<file path="src/rtl/executs_muldiv.sv">
// executs_muldiv
//   Iterative multiply/divide unit that sits beside the single-cycle execute ALU.
//   It owns the architectural HI/LO registers and serves mult, multu, div, divu,
//   mthi, mtlo, mfhi and mflo. An iterative operation takes WIDTH cycles in CALC,
//   then one FIX cycle for sign correction and the HI/LO write, then one DONE cycle.
//
//   state | meaning
//   ------+-------------------------------------------------------------
//   IDLE  | accepts Md_start; mthi/mtlo are written here directly
//   CALC  | one multiplier bit / quotient bit per cycle, WIDTH cycles
//   FIX   | sign correction, HI/LO written at the end of this cycle
//   DONE  | Md_done pulse, HI/LO hold the new result
//
// Ports
//   clock, reset        system clock, synchronous active-high reset
//   Md_start, Md_op     request pulse and operation select (sampled in IDLE only)
//   Read_data_1/2       rs / rt operands
//   Md_sel              read select: 1 = HI, 0 = LO
//   Md_busy, Md_done    stall request and result-ready pulse
//   Md_result           combinational HI/LO read
//   Hi_out, Lo_out      HI and LO registers

module executs_muldiv #(
    parameter int WIDTH = 32,
    parameter int CNT_W = 6
) (
    input  logic             clock,
    input  logic             reset,
    input  logic             Md_start,
    input  logic [2:0]       Md_op,
    input  logic [WIDTH-1:0] Read_data_1,
    input  logic [WIDTH-1:0] Read_data_2,
    input  logic             Md_sel,
    output logic             Md_busy,
    output logic             Md_done,
    output logic [WIDTH-1:0] Md_result,
    output logic [WIDTH-1:0] Hi_out,
    output logic [WIDTH-1:0] Lo_out
);

    localparam logic [CNT_W-1:0] CNT_LAST = CNT_W'(WIDTH - 1);

    typedef enum logic [1:0] {S_IDLE, S_CALC, S_FIX, S_DONE} state_t;

    state_t               state_q, state_d;
    logic [WIDTH-1:0]     hi_q, hi_d, lo_q, lo_d;
    logic [2*WIDTH-1:0]   acc_q, acc_d;
    logic [WIDTH-1:0]     opnd_q, opnd_d;
    logic [WIDTH-1:0]     raw_a_q, raw_a_d;
    logic [CNT_W-1:0]     cnt_q, cnt_d;
    logic                 is_div_q, is_div_d;
    logic                 div0_q, div0_d;
    logic                 neg_ab_q, neg_ab_d;
    logic                 neg_a_q, neg_a_d;

    // operand conditioning: signed ops (mult, div) have Md_op[0] = 0
    logic                 sgn_a, sgn_b;
    logic [WIDTH-1:0]     mag_a, mag_b;

    assign sgn_a = ~Md_op[0] & Read_data_1[WIDTH-1];
    assign sgn_b = ~Md_op[0] & Read_data_2[WIDTH-1];
    // the most-negative value negates to itself, which read unsigned is its magnitude
    assign mag_a = sgn_a ? -Read_data_1 : Read_data_1;
    assign mag_b = sgn_b ? -Read_data_2 : Read_data_2;

    // shift-add multiply: acc = {partial product high, remaining multiplier bits}
    logic [WIDTH:0]       mul_sum;
    logic [2*WIDTH-1:0]   mul_next;

    assign mul_sum  = {1'b0, acc_q[2*WIDTH-1:WIDTH]} + (acc_q[0] ? {1'b0, opnd_q} : '0);
    assign mul_next = {mul_sum, acc_q[WIDTH-1:1]};

    // restoring divide: acc = {partial remainder, dividend bits shifting into quotient}
    logic [WIDTH:0]       div_shift;
    logic                 div_ge;
    logic [WIDTH-1:0]     div_diff;
    logic [2*WIDTH-1:0]   div_next;

    assign div_shift = acc_q[2*WIDTH-1:WIDTH-1];
    assign div_ge    = div_shift >= {1'b0, opnd_q};
    // when div_ge holds the true difference is below the divisor, so WIDTH bits suffice
    assign div_diff  = div_shift[WIDTH-1:0] - opnd_q;
    assign div_next  = {(div_ge ? div_diff : div_shift[WIDTH-1:0]), acc_q[WIDTH-2:0], div_ge};

    // sign correction applied in FIX
    logic [2*WIDTH-1:0]   prod_fix;
    logic [WIDTH-1:0]     quo_fix, rem_fix;

    assign prod_fix = neg_ab_q ? -acc_q : acc_q;
    assign quo_fix  = neg_ab_q ? -acc_q[WIDTH-1:0] : acc_q[WIDTH-1:0];
    assign rem_fix  = neg_a_q ? -acc_q[2*WIDTH-1:WIDTH] : acc_q[2*WIDTH-1:WIDTH];

    // state register
    always_ff @(posedge clock) begin
        if (reset) begin
            state_q <= S_IDLE;
        end else begin
            state_q <= state_d;
        end
    end

    // next-state logic
    always_comb begin
        state_d = state_q;
        case (state_q)
            S_IDLE:  if (Md_start && !Md_op[2]) state_d = S_CALC;
            S_CALC:  if (cnt_q == CNT_LAST) state_d = S_FIX;
            S_FIX:   state_d = S_DONE;
            S_DONE:  state_d = S_IDLE;
            default: state_d = S_IDLE;
        endcase
    end

    // outputs
    always_comb begin
        Md_busy   = (state_q != S_IDLE);
        Md_done   = (state_q == S_DONE);
        Md_result = Md_sel ? hi_q : lo_q;
        Hi_out    = hi_q;
        Lo_out    = lo_q;
    end

    // datapath next-state
    always_comb begin
        hi_d     = hi_q;
        lo_d     = lo_q;
        acc_d    = acc_q;
        opnd_d   = opnd_q;
        raw_a_d  = raw_a_q;
        cnt_d    = cnt_q;
        is_div_d = is_div_q;
        div0_d   = div0_q;
        neg_ab_d = neg_ab_q;
        neg_a_d  = neg_a_q;
        case (state_q)
            S_IDLE: begin
                if (Md_start) begin
                    case (Md_op)
                        3'b100: hi_d = Read_data_1;
                        3'b101: lo_d = Read_data_1;
                        3'b000, 3'b001, 3'b010, 3'b011: begin
                            is_div_d = Md_op[1];
                            neg_ab_d = sgn_a ^ sgn_b;
                            neg_a_d  = sgn_a;
                            div0_d   = (Read_data_2 == '0);
                            raw_a_d  = Read_data_1;
                            // divide iterates against the divisor, multiply adds the multiplicand
                            opnd_d   = Md_op[1] ? mag_b : mag_a;
                            acc_d    = {{WIDTH{1'b0}}, (Md_op[1] ? mag_a : mag_b)};
                            cnt_d    = '0;
                        end
                        default: ;
                    endcase
                end
            end
            S_CALC: begin
                acc_d = is_div_q ? div_next : mul_next;
                cnt_d = cnt_q + CNT_W'(1);
            end
            S_FIX: begin
                if (is_div_q) begin
                    if (div0_q) begin
                        lo_d = '1;
                        hi_d = raw_a_q;
                    end else begin
                        lo_d = quo_fix;
                        hi_d = rem_fix;
                    end
                end else begin
                    hi_d = prod_fix[2*WIDTH-1:WIDTH];
                    lo_d = prod_fix[WIDTH-1:0];
                end
            end
            default: ;
        endcase
    end

    // datapath registers
    always_ff @(posedge clock) begin
        if (reset) begin
            hi_q     <= '0;
            lo_q     <= '0;
            cnt_q    <= '0;
            acc_q    <= '0;
            opnd_q   <= '0;
            raw_a_q  <= '0;
            is_div_q <= 1'b0;
            div0_q   <= 1'b0;
            neg_ab_q <= 1'b0;
            neg_a_q  <= 1'b0;
        end else begin
            hi_q     <= hi_d;
            lo_q     <= lo_d;
            cnt_q    <= cnt_d;
            acc_q    <= acc_d;
            opnd_q   <= opnd_d;
            raw_a_q  <= raw_a_d;
            is_div_q <= is_div_d;
            div0_q   <= div0_d;
            neg_ab_q <= neg_ab_d;
            neg_a_q  <= neg_a_d;
        end
    end

endmodule

</file>
<file path="config.mk">
export PLATFORM = sky130hd
export DESIGN_NAME = executs_muldiv
export DESIGN_NICKNAME = d
export VERILOG_FILES = /design/src/rtl/executs_muldiv.sv
export SDC_FILE = /design/constraint.sdc
export NUM_CORES = 1
export LEC_CHECK = 0
export CORE_MARGIN = 10
export CORE_UTILIZATION = 30
export DETAILED_ROUTE_END_ITERATION = 10
export PLACE_DENSITY = 0.49
export SYNTH_ARGS = -nofsm -noshare
export SYNTH_HDL_FRONTEND = slang
export SYNTH_SLANG_ARGS = --single-unit
</file>
<file path="constraint.sdc">
create_clock -name clock -period 8.66 [get_ports clock]
set_input_delay 1.732 -clock clock [delete_from_list [all_inputs] [get_ports clock]]
set_output_delay 1.732 -clock clock [all_outputs]
set_load 0.02 [all_outputs]
</file>
==> results.txt <==
The critical path contains buffers and inverters numbering 3 combined. In the layout the commonest cells are 268 x sky130_fd_sc_hd__nor2_1, 260 x sky130_fd_sc_hd__nand2_1, 225 x sky130_fd_sc_hd__a21oi_1. Setup repair after global routing left no endpoint under its margin. The flow ran to the end, and the final reports show no timing, DRC or antenna violations. For the clock latency on the worst-skew pair, the log shows 0.58 ns.

The run gives 17100 as the via count of the first global-routing pass. In the post-route analysis, the smallest setup slack over all paths is 3.44 ns. The post-CTS setup buffer count is 0.

For this run, design rule violations remaining after detail routing come to 0. In the synthesized netlist the async set-or-reset flop fraction comes to 0%. The Yosys step of the flow raised 0 warnings.

Averaged over all synthesized cells, the footprint is 7.24 µm². The total number of clock tree sinks is 204. The cell family contributing the most delay on the critical path is buffers and inverters.

The tools report the setup slack at placement as 3.43 ns. The final max-slew violation count is 0. Dividing the detail-routed via count by the number of cells gives 5.76.

For this run, the share of the core covered by cells in the final layout is 36.0%. Once layout is done, the placed cells without fillers occupy 0.0204 mm². The weighted congestion at the end of routability-driven global placement was 0.957.

The first global-routing pass estimated 114 mm of wire. The tools report the number of cell rows as 87. The maximum fanout along the worst path is 32, and the hold-fix buffer count after cts is 0. TritonCTS built the clock tree.

The power density over the cells was 225 mW/mm². Measured along the x axis, the die boundary spans 260 µm. Counting the buffers created by CTS gives 28. The first routing iteration left 1802 violations. The layout cell share with drive strength beyond 1 is 7.11%. Entering global routing, the biggest net connects 82 pins.

The per-cell routed wire length was 24.4 µm. In this run, synthesis inferred 0 flip-flops with an integrated enable. The sequential share of the synthesized area is 23.7%.

Core area: 0.0567 mm². Most numerous cell on the critical path: sky130_fd_sc_hd__clkdlybuf4s50_1. In this run the deepest clock path goes through 3 buffers.

Relative to the synthesized area, the layout overhead comes to 18.4%. The tool flagged a number of max-cap violations equal to 0. Global routing used 21.9% of the available tracks.

Measured against its own limit, the worst slew margin works out to 14.5%. The tools report the placed instance area as 0.0194 mm². The post-synthesis sequential element count came out at 204. The worst voltage drop across the vdd grid came out at 0.000146 V. The nature of the critical path startpoint is an input port. Leaving out filler cells and counting taps, the final layout contains 3191. The final critical-path required period was 5.22 ns. Data arrives at the worst endpoint at 3.49 ns. The tools report the global-route congestion overflow total as 0.

Once the floorplan was initialized, standard cells occupied 30.4% of the core. Across all hold checks on the routed design, the worst slack comes to 0.454 ns. In the finished design, the share of the clock period the worst path needs comes to 60.3%. The critical path goes through clkdlybuf4s50_1, buf_4, mux2_2, clkdlybuf4s50_1. Detailed placement finished with a half-perimeter wire length of 58.6 mm. The logs give 2384 for the number of instances in the synthesized netlist and 0.0153 ns for the maximum clock skew at final layout. The initial antenna violation count is 1. The detail route stage leaves a number of antenna-violating nets equal to 0. Leakage power: 7.69 nW.

The slew at the pin closest to its max-slew limit is 1.28 ns. The cell with the largest stage delay on the worst path is sky130_fd_sc_hd__clkdlybuf4s50_1. The kind of path behind the tightest hold check is flip-flop to flip-flop.

In this run the cell area of the synthesized design comes to 0.0173 mm². 169 I/O pins were placed. The final-report setup violation count came out at 0. The worst setup path is captured at a primary output. The synthesized net count was 2530. The leading register cell type out of synthesis was sky130_fd_sc_hd__dfxtp_1. The final route contains 18400 vias.

Port buffering added 168 buffers. Yosys mapped the design onto 73 distinct sky130hd cell types. Summed over all failing endpoints, the final setup total negative slack is 0 ns. Die area: 0.0675 mm². Critical path start-end classification: input port to primary output. After clock tree synthesis, the clock-pin slew on the worst setup and hold paths is 0.06 ns.

The run gives 192 MHz as the highest clock rate. Buffer type at the clock tree root: sky130_fd_sc_hd__clkbuf_16. The floorplan step set the die height to 260 µm. The library cell used most frequently in the layout, excluding fill and tap cells, is sky130_fd_sc_hd__nor2_1. For the total power, the log shows 4.60 mW. The level count of the clock H-tree came out at 1. In this run, placement finished with an instance count of 3138.

For the count of endpoints failing hold in the final timing report, the log shows 0. The first detailed-routing pass took 7 iterations. The number of nets in the layout came out at 2558. The number of gates resized after cts was 0; the routed wire length was 77.8 mm. The run gives 6.93 ns as the critical path required time. For this run, the slowest stage of the critical path takes 0.54 ns.
==> metal layers <==
layer	routed length [µm]	GRT usage (%)	vias up
met4	1840	4.94	0
li1	-	-	8650
met5	0	0	-
met1	35000	30.3	8854
met3	6870	4.56	94
met2	34000	34.2	778
==> worst min-delay path, delay by kind of cell, from the launching register on <==
family | cells | cell delay [ns]
simple gates | 1 | 0.05
flops | 1 | 0.31
compound gates | 1 | 0.05
==> cell families after synthesis <==
family / Yosys count / share of synthesized area, %
flops: 204 / 23.7
compound gates: 734 / 27.4
simple gates: 781 / 20.4
fa+ha+maj: 75 / 5.53
xor+xnor: 198 / 10.1
buf+inv: 284 / 6.27
mux: 108 / 6.66
==> synth_stat cells (12+ instances only) <==
library cell,count,share of area [%]
sky130_fd_sc_hd__xnor2_1,113,5.7
sky130_fd_sc_hd__or4_1,17,0.74
sky130_fd_sc_hd__or3_1,30,1.1
sky130_fd_sc_hd__and2_1,14,0.51
sky130_fd_sc_hd__and3_1,12,0.44
sky130_fd_sc_hd__mux2i_1,54,3.1
sky130_fd_sc_hd__nor4_1,15,0.54
sky130_fd_sc_hd__mux2_2,54,3.5
sky130_fd_sc_hd__nand3_1,29,0.84
sky130_fd_sc_hd__o211ai_1,21,0.91
sky130_fd_sc_hd__nand2b_1,15,0.54
sky130_fd_sc_hd__nand4_1,18,0.65
sky130_fd_sc_hd__a31oi_1,24,0.87
sky130_fd_sc_hd__xor2_1,85,4.3
sky130_fd_sc_hd__a21oi_1,227,6.6
sky130_fd_sc_hd__o41ai_1,14,0.71
sky130_fd_sc_hd__buf_1,15,0.33
sky130_fd_sc_hd__inv_1,76,1.7
sky130_fd_sc_hd__a21o_1,33,1.4
sky130_fd_sc_hd__a22oi_1,15,0.65
sky130_fd_sc_hd__or2_2,12,0.44
sky130_fd_sc_hd__a211oi_1,99,4.3
sky130_fd_sc_hd__o221ai_1,38,1.9
sky130_fd_sc_hd__o21ai_0,137,4.0
sky130_fd_sc_hd__dfxtp_1,204,24
sky130_fd_sc_hd__nor3_1,59,1.7
sky130_fd_sc_hd__nor2_1,270,5.9
sky130_fd_sc_hd__ha_1,73,5.3
sky130_fd_sc_hd__clkbuf_1,182,4.0
sky130_fd_sc_hd__o31ai_1,28,1.2
sky130_fd_sc_hd__nand2_1,260,5.7
==> sequential cells by signal, indices dropped and copies added, names as in the netlist <==
name / cells
acc_q: 64
Hi_out: 32
Lo_out: 32
opnd_q: 32
raw_a_q: 32
cnt_q: 6
state_q: 2
div0_q: 1
is_div_q: 1
neg_a_q: 1
neg_ab_q: 1
==> path summary, 6_finish.rpt <==
| kind | depth (start not counted) | from | slack (ns) | to |
|---|---|---|---|---|
| max reg2reg | 12 | acc_q[0] | 4.13 | acc_q[56] |
| min reg2reg | 2 | opnd_q[21] | 0.45 | opnd_q[21] |
| min | 2 | opnd_q[21] | 0.45 | opnd_q[21] |
| max | 4 | Md_sel | 3.44 | Md_result[26] |
==> area by class of cell <==
cell class              instances  area [µm²]
multi-input cells            1896       12100
clock buffers                  38         790
diodes                          1        2.50
repair buffers                206        1960
fillers                      5988       36300
clock inverters                14         208
flip-flops and latches        204        4090
well taps                     756         946
inverters                      76         285
==> where the power goes <==
part           total (mW)  switching, mW  internal [mW]
combinational        2.03           1.30          0.728
sequential           1.28          0.208           1.08
clock                1.29          0.500          0.787
total                4.60           2.01           2.59
Power figures use the tool's default switching activity.
